`src/rtl/spi_pkg.sv`:
```
// rtl/spi_pkg.sv - shared SPI types and constants for master and slave side
package spi_pkg;

  typedef enum logic [2:0] {IDLE, LEAD, LOW, HIGH, LAG, DONE} spi_mst_st_t;

  localparam int SPI_BITS = 8;

  function automatic int max3(input int a, input int b, input int c);
    int m;
    m = (a > b) ? a : b;
    return (m > c) ? m : c;
  endfunction

endpackage

```
`src/rtl/spi_clkgen.sv`:
```
// rtl/spi_clkgen.sv - loadable down-counter timing each bus phase
// phase_end is high while the count sits at zero, i.e. during the final cycle of a phase.
module spi_clkgen #(
  parameter int CW = 3
) (
  input  logic          Clk_i,
  input  logic          Rst_ni,
  input  logic          load,
  input  logic [CW-1:0] load_val,
  output logic          phase_end
);

  logic [CW-1:0] cnt;

  always_ff @(posedge Clk_i) begin
    if (!Rst_ni) begin
      cnt <= '0;
    end else if (load) begin
      cnt <= load_val;
    end else if (cnt != '0) begin
      cnt <= cnt - 1'b1;
    end
  end

  assign phase_end = (cnt == '0);

endmodule

```
`src/rtl/spi_master.sv`:
```
// rtl/spi_master.sv - single-byte mode-0 SPI master, MSB first, one-hot active-high ss
// SPI_MASTER_LOOPBACK_EN adds loopback_i, which makes rx sample the outgoing mosi bit.
module spi_master
  import spi_pkg::*;
#(
  parameter  int NSLAVES  = 2,
  parameter  int HALF_PER = 4,
  parameter  int SS_LEAD  = 4,
  parameter  int SS_LAG   = 4,
  localparam int SW       = (NSLAVES > 1) ? $clog2(NSLAVES) : 1
) (
  input  logic               Clk_i,
  input  logic               Rst_ni,
`ifdef SPI_MASTER_LOOPBACK_EN
  input  logic               loopback_i,
`endif
  input  logic               start_i,
  input  logic [SW-1:0]      slv_sel_i,
  input  logic [7:0]         tx_data_i,
  output logic               busy_o,
  output logic               done_o,
  output logic [7:0]         rx_data_o,
  output logic               sck_o,
  output logic               mosi_o,
  input  logic               miso_i,
  output logic [NSLAVES-1:0] ss_o
);

  localparam int CW = $clog2(max3(HALF_PER, SS_LEAD, SS_LAG) + 1);
  localparam int BW = $clog2(SPI_BITS);

  localparam logic [CW-1:0] LEAD_M1 = CW'(SS_LEAD - 1);
  localparam logic [CW-1:0] HP_M1   = CW'(HALF_PER - 1);
  localparam logic [CW-1:0] LAG_M1  = CW'(SS_LAG - 1);
  localparam logic [SW:0]   NSL     = (SW + 1)'(NSLAVES);
  localparam logic [BW-1:0] LAST    = BW'(SPI_BITS - 1);

  spi_mst_st_t         state;
  logic [SPI_BITS-2:0] tx_sh;
  logic [SPI_BITS-1:0] rx_sh;
  logic [BW-1:0]       bitcnt;
  logic                sel_ok;
  logic                last_bit;
  logic                rx_bit;
  logic                phase_end;
  logic                cg_load;
  logic [CW-1:0]       cg_val;

  assign sel_ok   = ({1'b0, slv_sel_i} < NSL);
  assign last_bit = (bitcnt == LAST);

`ifdef SPI_MASTER_LOOPBACK_EN
  assign rx_bit = loopback_i ? mosi_o : miso_i;
`else
  assign rx_bit = miso_i;
`endif

  // Counter is reloaded on every phase change with the length of the phase being entered.
  always_comb begin
    cg_load = 1'b0;
    cg_val  = '0;
    case (state)
      IDLE: begin
        if (start_i && sel_ok) begin
          cg_load = 1'b1;
          cg_val  = LEAD_M1;
        end
      end
      LEAD, LOW: begin
        if (phase_end) begin
          cg_load = 1'b1;
          cg_val  = HP_M1;
        end
      end
      HIGH: begin
        if (phase_end) begin
          cg_load = 1'b1;
          cg_val  = last_bit ? LAG_M1 : HP_M1;
        end
      end
      LAG: begin
        cg_load = phase_end;
      end
      default: ;
    endcase
  end

  spi_clkgen #(.CW(CW)) u_clkgen (
    .Clk_i     (Clk_i),
    .Rst_ni    (Rst_ni),
    .load      (cg_load),
    .load_val  (cg_val),
    .phase_end (phase_end)
  );

  always_ff @(posedge Clk_i) begin
    if (!Rst_ni) begin
      state     <= IDLE;
      tx_sh     <= '0;
      rx_sh     <= '0;
      bitcnt    <= '0;
      sck_o     <= 1'b0;
      mosi_o    <= 1'b0;
      ss_o      <= '0;
      busy_o    <= 1'b0;
      done_o    <= 1'b0;
      rx_data_o <= 8'h00;
    end else begin
      done_o <= 1'b0;
      case (state)
        IDLE: begin
          if (start_i && sel_ok) begin
            tx_sh  <= tx_data_i[SPI_BITS-2:0];
            mosi_o <= tx_data_i[SPI_BITS-1];
            bitcnt <= '0;
            busy_o <= 1'b1;
            for (int i = 0; i < NSLAVES; i++) begin
              ss_o[i] <= (slv_sel_i == SW'(i));
            end
            state <= LEAD;
          end
        end
        LEAD: begin
          if (phase_end) state <= LOW;
        end
        LOW: begin
          if (phase_end) begin
            sck_o <= 1'b1;
            state <= HIGH;
          end
        end
        HIGH: begin
          // miso is taken on the edge that drops sck, before the slave shifts its next bit.
          if (phase_end) begin
            sck_o  <= 1'b0;
            rx_sh  <= {rx_sh[SPI_BITS-2:0], rx_bit};
            mosi_o <= tx_sh[SPI_BITS-2];
            tx_sh  <= {tx_sh[SPI_BITS-3:0], 1'b0};
            bitcnt <= bitcnt + 1'b1;
            state  <= last_bit ? LAG : LOW;
          end
        end
        LAG: begin
          if (phase_end) begin
            ss_o      <= '0;
            mosi_o    <= 1'b0;
            rx_data_o <= rx_sh;
            done_o    <= 1'b1;
            state     <= DONE;
          end
        end
        DONE: begin
          busy_o <= 1'b0;
          state  <= IDLE;
        end
        default: state <= IDLE;
      endcase
    end
  end

endmodule

```
`config.mk`:
```
export PLATFORM = sky130hd
export DESIGN_NAME = spi_master
export DESIGN_NICKNAME = d
export VERILOG_FILES = /design/src/rtl/spi_pkg.sv /design/src/rtl/spi_clkgen.sv /design/src/rtl/spi_master.sv
export SDC_FILE = /design/constraint.sdc
export NUM_CORES = 1
export LEC_CHECK = 0
export BUFFER_PORTS_ARGS = -buffer_cell sky130_fd_sc_hd__buf_4
export CAP_MARGIN = 10
export CORE_AREA = 2 2 57 99
export DETAILED_ROUTE_END_ITERATION = 6
export DIE_AREA = 0 0 59 101
export GPL_TIMING_DRIVEN = 0
export HOLD_SLACK_MARGIN = 0.12
export PLACE_DENSITY_LB_ADDON = 0.05
export SLEW_MARGIN = 20
export SYNTH_ARGS = -nofsm -noshare
export SYNTH_HDL_FRONTEND = slang
export SYNTH_SLANG_ARGS = --single-unit
```
`constraint.sdc`:
```
create_clock -name Clk_i -period 2.1 [get_ports Clk_i]
set_clock_uncertainty 0.15 [all_clocks]
set_input_delay 0.21 -clock Clk_i [delete_from_list [all_inputs] [get_ports Clk_i]]
set_output_delay 0.21 -clock Clk_i [all_outputs]
set_load 0.01 [all_outputs]
```
Yosys cells after proc, flatten, opt, wreduce, memory -nomap -nowiden:

Cells that the tools add are included.

* RAM bits: 0
* memories: 0
* bits of input ports: 13
* register bits after elaboration: 38
* word-level logic and storage cells: 76
* latch bits: 0
* bits in read-only memories: 0

* reduce and logical (&&, ||, !) cells: 19
* order comparisons: 0
* divide/modulo/power cells: 0
* bitwise logic cells: 1
* equality and inequality tests: 11
* add/sub/neg operators: 2
* multiply operators: 0
* multiplexer cells: 32
* shift operators: 0

Operators with widths (count)
* $mux W3: 10
* $pmux W3 S5: 1
* $mux W7: 2
* $pmux W7 S2: 1
* $ne A2 B2 Y1 const B: 5
* $reduce_bool A2 Y1: 5
* $eq A3 B3 Y1 const B: 3
* $reduce_and A3 Y1: 3
* $mux W2: 4
* $pmux W2 S2: 2
* $reduce_and A2 Y1: 4
* $mux W1: 7
* $eq A3 B2 Y1 const B: 2
* $logic_not A3 Y1: 2
* $pmux W1 S3: 2
* $pmux W3 S2: 1
* $reduce_bool A3 Y1: 2
* $reduce_and A5 Y1: 1
* $pmux W1 S2: 2
* $reduce_and A4 Y1: 1
* $add A3 B1 Y3 const B: 1
* $eq A3 B1 Y1 const B: 1
* $reduce_or A3 Y1: 1
* $sub A3 B1 Y3 const B: 1
* $not A1 Y1: 1

Depth between registers and ports, before layout:

Gate-level depths: netlist of run 1.

* depth in word-level cells: 4
* gate-level depth with buffers: 7
* mapped depth without buffers: 6

Hierarchy:

From an unflattened synthesis of run 1, not the netlist that was laid out.

* cell total of the unflattened synthesis: 204
* area total of the unflattened synthesis: 1810.5 um^2

By module, submodules not included
* spi_master: sequential area each 700.7 um^2, area each 1605.3 um^2, cells each 182, times used 1
* spi_clkgen: sequential area each 60.1 um^2, area each 205.2 um^2, cells each 22, times used 1

Least setup slack after synthesis of run 1:

OpenSTA, ideal clock, no wires.

* path type: flip-flop to flip-flop
* start: register u_clkgen.cnt[0]
* end: register tx_sh[0]
* arrival time: 1.509 ns
* library setup time: 0.132 ns
* clock period less this slack: 1.791 ns
* slack: 0.309 ns
* required time: 1.818 ns
* cell stages (with the launch flop): 8
* cells stage by stage: dfxtp_1 -> inv_1 -> ha_1 -> nor2b_1 -> clkbuf_1 -> nand3_1 -> nand3_1 -> a21oi_1

* longest elaborated chain between the ends: 3

RTL lines
* from (decl): line spi_clkgen.sv:13 `logic [CW-1:0] cnt;`
* from (signal assigned): line spi_clkgen.sv:19 `cnt <= load_val;`
* from (signal assigned): line spi_clkgen.sv:21 `cnt <= cnt - 1'b1;`
* $logic_not A3 Y1: line spi_clkgen.sv:25 `assign phase_end = (cnt == '0);`
* $ne A2 B2 Y1 (no line)
* $reduce_and A3 Y1 (no line)
* to (signal assigned): line spi_master.sv:113 `tx_sh <= tx_data_i[SPI_BITS-2:0];`
* to (signal assigned): line spi_master.sv:138 `tx_sh <= {tx_sh[SPI_BITS-3:0], 1'b0};`
* to (decl): line spi_master.sv:39 `logic [SPI_BITS-2:0] tx_sh;`

Every way passes these cells.
A chain may end at the register's enable or synchronous reset.

Final worst setup path of run 1:

* start: register u_clkgen.cnt[0]
* end: register mosi_o

* longest elaborated chain between the ends: 3
* elaborated cells on any way between the ends: 4

RTL lines
* $logic_not A3 Y1 (*): line spi_clkgen.sv:25
* $ne A2 B2 Y1 (no line)
* $reduce_and A4 Y1 (no line) (*)
* to (signal assigned): line spi_master.sv:114 `mosi_o <= tx_data_i[SPI_BITS-1];`
* to (signal assigned): line spi_master.sv:137 `mosi_o <= tx_sh[SPI_BITS-2];`
* to (decl): line spi_master.sv:24 `output logic mosi_o,`

Every way passes the cells marked *; elsewhere a longest branch is shown, timed or not.

==> results of run 1 <==
worst max-delay path, cell delays in order, from the launching register on:
cell	delay (ps)
sky130_fd_sc_hd__dfxtp_1	340
sky130_fd_sc_hd__inv_1	70
sky130_fd_sc_hd__ha_1	220
sky130_fd_sc_hd__nor2b_2	190
sky130_fd_sc_hd__a31oi_1	440
sky130_fd_sc_hd__a211oi_1	150
sky130_fd_sc_hd__a41o_1	210
how the worst max path moves through the flow:
stage / from / end / slack, ps
detailed placement: u_clkgen.cnt[0] / tx_sh[0] / -190
global placement: u_clkgen.cnt[0] / tx_sh[0] / -200
CTS: u_clkgen.cnt[0] / ss_o[0] / 50
floorplan: u_clkgen.cnt[0] / tx_sh[0] / 310
global route: state[0] / mosi_o / 40
finish: u_clkgen.cnt[0] / mosi_o / 210
sequential cells by signal, summed over array words and instances, names as in the netlist:
name          count
tx_sh             7
done_o            1
busy_o            1
rx_sh             8
sck_o             1
u_clkgen.cnt      3
state             3
rx_data_o         8
bitcnt            3
mosi_o            1
ss_o              2
repair_timing:
| item | in CTS | in global routing |
|---|---|---|
| hold endpoints to repair | 10 | 0 |
| endpoints found under the setup margin | 10 | 14 |
| gates cloned | 0 | 0 |
| gates resized for setup | 2 | 3 |
| hold buffers | 4 | 0 |
power by group through the flow:
stage / Combinational (mW) / Clock [mW] / Sequential (mW)
5_1_grt: 0.479 / 0.686 / 0.817
3_3_place_gp: 0.411 / 0 / 0.826
6_report: 0.429 / 0.641 / 0.810
4_1_cts: 0.433 / 0.659 / 0.810
2_1_floorplan: 0.309 / 0 / 0.825
3_5_place_dp: 0.420 / 0 / 0.827
logic make-up (layout without fill, tap and decap cells):
family	after synthesis	after routing
DFF	38	38
muxes	10	10
adders and majority gates	4	4
buffers and inverters	16	54
and+or+nand+nor	74	74
AOI/OAI and AO/OA	45	45
stage by stage:
step           setup TNS [ps]  setup WS [ps]  cell area [sq um]
2_1_floorplan               0            309               1670
3_3_place_gp            -1550           -195               1930
3_5_place_dp            -1520           -194               1930
4_1_cts                     0           52.5               2090
5_1_grt                     0           44.9               2090
6_report                    0            214               2090
final cells by class:
class	instances	share of cell area, %
plain buffers	13	4.12
clock buffers	5	3.29
clock inverters	3	2.15
inverters	3	0.538
multi-input cells	133	39.0
flip-flops and latches	38	36.3
well taps	55	3.29
repair buffers	30	11.2
layer usage:
metal | track usage, % | routed length (um)
met1 | 16.4 | 1650
met4 | 5.24 | 66
met2 | 26.0 | 2140
met5 | 0 | 0
met3 | 2.70 | 112
synthesized netlist by cell type (4+ instances only):
cell,count
sky130_fd_sc_hd__a211oi_2,4
sky130_fd_sc_hd__a21oi_1,20
sky130_fd_sc_hd__clkbuf_1,7
sky130_fd_sc_hd__dfxtp_1,38
sky130_fd_sc_hd__ha_1,4
sky130_fd_sc_hd__mux2i_1,9
sky130_fd_sc_hd__nand2_1,38
sky130_fd_sc_hd__nand3_1,5
sky130_fd_sc_hd__nor2_1,14
sky130_fd_sc_hd__nor2_2,4
sky130_fd_sc_hd__o21ai_0,4
==> results.cfg, run 1 <==
[clocking]
clkLatencyLatePin_ps = 290
cts_tree = yes
clockRootBuffer = sky130_fd_sc_hd__clkbuf_8
clkSinkCount = 38
worst_setup_hold_path_clk_slew_ps = 80
ctsHtreeMaxLevel = 2
post_cts_buffers = 0
cts_buffers = 5
ctsLongestPathBuffers = 2

[finish]
stdcell_count = 280
post_layout_nets = 241
layout_cell_share_with_drive_strength_beyond_1_pct = 24.9
mostFrequentLayoutCells = sky130_fd_sc_hd__nand2_1 (38), sky130_fd_sc_hd__dfxtp_1 (38), sky130_fd_sc_hd__buf_4 (26)
area_growth_syn_to_layout_pct = 25.7
fill_cells = 530
fin_util_pct = 40.5
multi_input_area_sq_um = 817
diodes = 0
layout.area.seq_sq_um = 761

[timing]
minimum_clock_period_after_layout_ps = 1890
hold_slack_ps = 128
min_period_over_period_pct = 89.8
final-hold-violation-count = 0
finalSetupViolCount = 0
worstMarginPinSlew_ps = 624
report.final.slew_viol_count = 0
slew_headroom_pct = 58.4
grt_setup_unrepaired = no
fmaxAchievable_ghz = 0.530

[yosys]
synth.yosys.warnings = 0
synth_xor_xnor_area_share_pct = 0
synth_compound_gate_area_share_pct = 18.6
ys_ff_latch = 38
simple_gate_fraction_of_synth_area_pct = 20.9
synth_top_cells_by_area = sky130_fd_sc_hd__dfxtp_1 (46%), sky130_fd_sc_hd__nand2_1 (8.6%), sky130_fd_sc_hd__a21oi_1 (6.0%), sky130_fd_sc_hd__mux2i_1 (5.4%), sky130_fd_sc_hd__nor2_1 (3.2%)
synth_enable_flop_cells = 0
async_s_r_ff_share_synth_pct = 0
syn-num-nets = 204
flip_flop_cell_with_the_highest_count_after_synthesis = sky130_fd_sc_hd__dfxtp_1
synthAdderAreaFrac_pct = 3.01
netlist-cell-type-count = 37
post-synth-top-area-fraction_pct = 45.7
synthDominantAreaCellType = sky130_fd_sc_hd__dfxtp_1
post_synth_inst_count = 187
synth.cell_area_sq_um = 1670
synth_top_family_by_area = simple AND/OR/NAND/NOR gates
synth_seq_area_share_pct = 45.7
synth.avg_cell_area_sq_um = 8.91
synthMuxAreaShare_pct = 6.09

[route]
detail_route.wl_per_cell_um = 14.2
route.final.wire_length_mm = 3.97
drt_iter0_markers = 56
post-route-drc-count = 0
num_vias = 1438
drt-pass1-iter-count = 4
drtAntennaViolNets = 0
avgViaCountPerCell = 5.14

[floorplanning]
chipHeight_um = 101
top_level_ports = 27
start_util_pct = 32.2
core_area_sq_um = 5170
placementRows = 35
die_x_um = 59
fp.dieArea_sq_um = 5960

[power_and_ir_drop]
p_comb_share_pct = 22.8
internal_power_mw = 1.32
report.power.total_mw = 1.88
static-leakage-power_nw = 0.852
power_frac_clock_pct = 34.1
switching_share_pct = 29.6
power_per_cell_area_nw_per_um2 = 898
seq_power_share_pct = 43.1
ir_worst_vdd_uv = 409
switching_power_mw = 0.556

[setup_path]
cp_data_arrival_time_ps = 1930
critical_path_required_ps = 2140
r2r_setup_slack_ps = 210
crit-reg2reg-capture = mosi_o
timing.reg2reg.worst_path_depth = 6
worst_r2r_startpoint = u_clkgen.cnt[0]
startpoint_to_endpoint_class_of_the_critical_path = flip-flop to flip-flop
type_of_element_capturing_the_critical_path = flip-flop
cp_max_fo = 5
worstSetupStartpointType = flip-flop

[min_path]
worst_hold_startpoint = tx_data_i[1]
timing.hold.worst_path_depth = 3
holdCritPathClass = primary input to flip-flop
whs_endpoint = tx_sh[1]

[global_routing]
vias_in_the_first_global_route = 1395
grt_first_pass_wirelength_mm = 6.57
grtUsageTotal_pct = 14.5
globalRoute.totalOverflow = 0
grt_max_degree = 14
grt_antenna_before_repair = 0

[placed_design]
hpwlAfterDp_mm = 2.88
port_buffers = 26
place_inst = 268
gp_congestion = 0.752

[run_status]
status = finished, final reports clean

[flow_run]
drv.max_cap_violation_count = 0
Note: power is estimated with default switching activity, not from simulation.
==> run 2, diff against run 1 <==
--- a/config.mk
+++ b/config.mk
@@ -9,2 +9,4 @@
 export CAP_MARGIN = 10
+export CELL_PAD_IN_SITES_DETAIL_PLACEMENT = 1
+export CELL_PAD_IN_SITES_GLOBAL_PLACEMENT = 2
 export CORE_AREA = 2 2 57 99
--- a/constraint.sdc
+++ b/constraint.sdc
@@ -4,2 +4,2 @@
 set_output_delay 0.21 -clock Clk_i [all_outputs]
-set_load 0.01 [all_outputs]
+set_load 0.1 [all_outputs]
==> results.cfg, run 2 (synthesis results as in run 1) <==
[finish]
area_growth_syn_to_layout_pct = 27.4
diodes = 0
post_layout_nets = 241
layout_cell_share_with_drive_strength_beyond_1_pct = 24.9
fin_util_pct = 41.1
reg_top3 = rx_data_o x8, rx_sh x8, tx_sh x7
design_area_sq_um = 2120
mostFrequentLayoutCells = sky130_fd_sc_hd__nand2_1 (38), sky130_fd_sc_hd__dfxtp_1 (38), sky130_fd_sc_hd__buf_4 (26)

[route]
detail_route.wl_per_cell_um = 15.7
drt_iter0_markers = 35
route.final.wire_length_mm = 4.39
drt-pass1-iter-count = 4
drtAntennaViolNets = 0
num_vias = 1452
post-route-drc-count = 0
avgViaCountPerCell = 5.19

[clocking]
cts_tree = yes
clkLatencyLatePin_ps = 300
clkSinkCount = 38
ctsHtreeMaxLevel = 2
post_cts_buffers = 0
worst_setup_hold_path_clk_slew_ps = 80
clockRootBuffer = sky130_fd_sc_hd__clkbuf_8
cts_buffers = 5
ctsLongestPathBuffers = 2

[setup_path]
cp_data_arrival_time_ps = 2050
worstSetupStartpointType = flip-flop
startpoint_to_endpoint_class_of_the_critical_path = flip-flop to flip-flop
critical_path_required_ps = 2190
cp_max_fo = 10
type_of_element_capturing_the_critical_path = flip-flop

[placed_design]
postPlaceCellArea_sq_um = 1930
hpwlAfterDp_mm = 3.28
port_buffers = 26
gp_congestion = 0.799

[floorplanning]
fp.dieArea_sq_um = 5960
top_level_ports = 27
placementRows = 35
die_x_um = 59
chipHeight_um = 101
start_util_pct = 32.2
core_area_sq_um = 5170

[power_and_ir_drop]
power_per_cell_area_nw_per_um2 = 991
ir_worst_vdd_uv = 387
static-leakage-power_nw = 0.873

[timing]
slew_headroom_pct = 61.0
fmaxAchievable_ghz = 0.512
minimum_clock_period_after_layout_ps = 1950
grt_setup_unrepaired = no
finalSetupViolCount = 0
final-hold-violation-count = 0
worstMarginPinSlew_ps = 585
fin_tns_setup_ps = 0
report.final.slew_viol_count = 0
min_period_over_period_pct = 93.0

[global_routing]
grt_first_pass_wirelength_mm = 7.29
grt_antenna_before_repair = 0
grtUsageTotal_pct = 16.3
globalRoute.totalOverflow = 0
grt_max_degree = 13
vias_in_the_first_global_route = 1582

[run_status]
status = finished, final reports clean

[flow_run]
drv.max_cap_violation_count = 0

[min_path]
holdCritPathClass = primary input to flip-flop
-- run 2: cell types whose count changed in the layout (fill, tap and decap cells not counted) --
cell                         previous run  this run
sky130_fd_sc_hd__clkbuf_8               5         6
sky130_fd_sc_hd__clkinvlp_4             2         0
sky130_fd_sc_hd__bufinv_16              1         2
-- run 2: area by class of cell --
class / count / area [sq um]
Fill cell: 621 / 3050
Multi-Input combinational cell: 133 / 817
Sequential cell: 38 / 761
Timing Repair Buffer: 30 / 235
Buffer: 13 / 86.3
Clock buffer: 6 / 82.6
Tap cell: 55 / 68.8
Clock inverter: 2 / 60.1
Inverter: 3 / 11.3
-- run 2: critical path, stage by stage, from the launching register on --
cell and delay (ps):
sky130_fd_sc_hd__dfxtp_1 330, sky130_fd_sc_hd__buf_2 190, sky130_fd_sc_hd__nor4b_2 550, sky130_fd_sc_hd__a31oi_1 220, sky130_fd_sc_hd__a211oi_1 330, sky130_fd_sc_hd__a41o_1 130
-- run 2: report_power, final --
| part | switching [mW] | internal [mW] | total (mW) |
|---|---|---|---|
| clock | 0.273 | 0.507 | 0.780 |
| sequential | 0.0341 | 0.778 | 0.812 |
| combinational | 0.318 | 0.194 | 0.512 |
-- run 2: repair_timing --
item                       CTS  global route
setup endpoints to repair   10            19
resized for setup            2             3
hold endpoints to repair    10             0
pin swaps                    0             0
hold buffers                 4             0
-- run 2: metrics by stage --
stage / hold slack (ps) / power (mW) / std cells / setup WS [ps]
after global placement: 297 / 1.31 / 268 / -201
after CTS: 126 / 2.13 / 280 / 42.9
after global routing: 158 / 2.21 / 280 / 22.0
after floorplan: 191 / 1.21 / 187 / 309
final: 136 / 2.10 / 280 / 148
after detailed placement: 308 / 1.34 / 268 / -235
-- run 2: path summary, 6_finish.rpt --
check / start / to / slack, ps / cells after the start
max: state[0] / mosi_o / 150 / 5
min: tx_data_i[2] / tx_sh[2] / 140 / 3
max reg2reg: state[0] / mosi_o / 150 / 5
min reg2reg: rx_data_o[3] / rx_data_o[3] / 320 / 2
-- run 2: per-layer routing --
layer / global-route usage, % / wire, um / vias to the layer above
met2: 29.7 / 2450 / 29
met3: 3.08 / 169 / 8
met1: 16.9 / 1640 / 698
met5: 0 / 0 / -
met4: 8.22 / 127 / 0
li1: - / - / 717
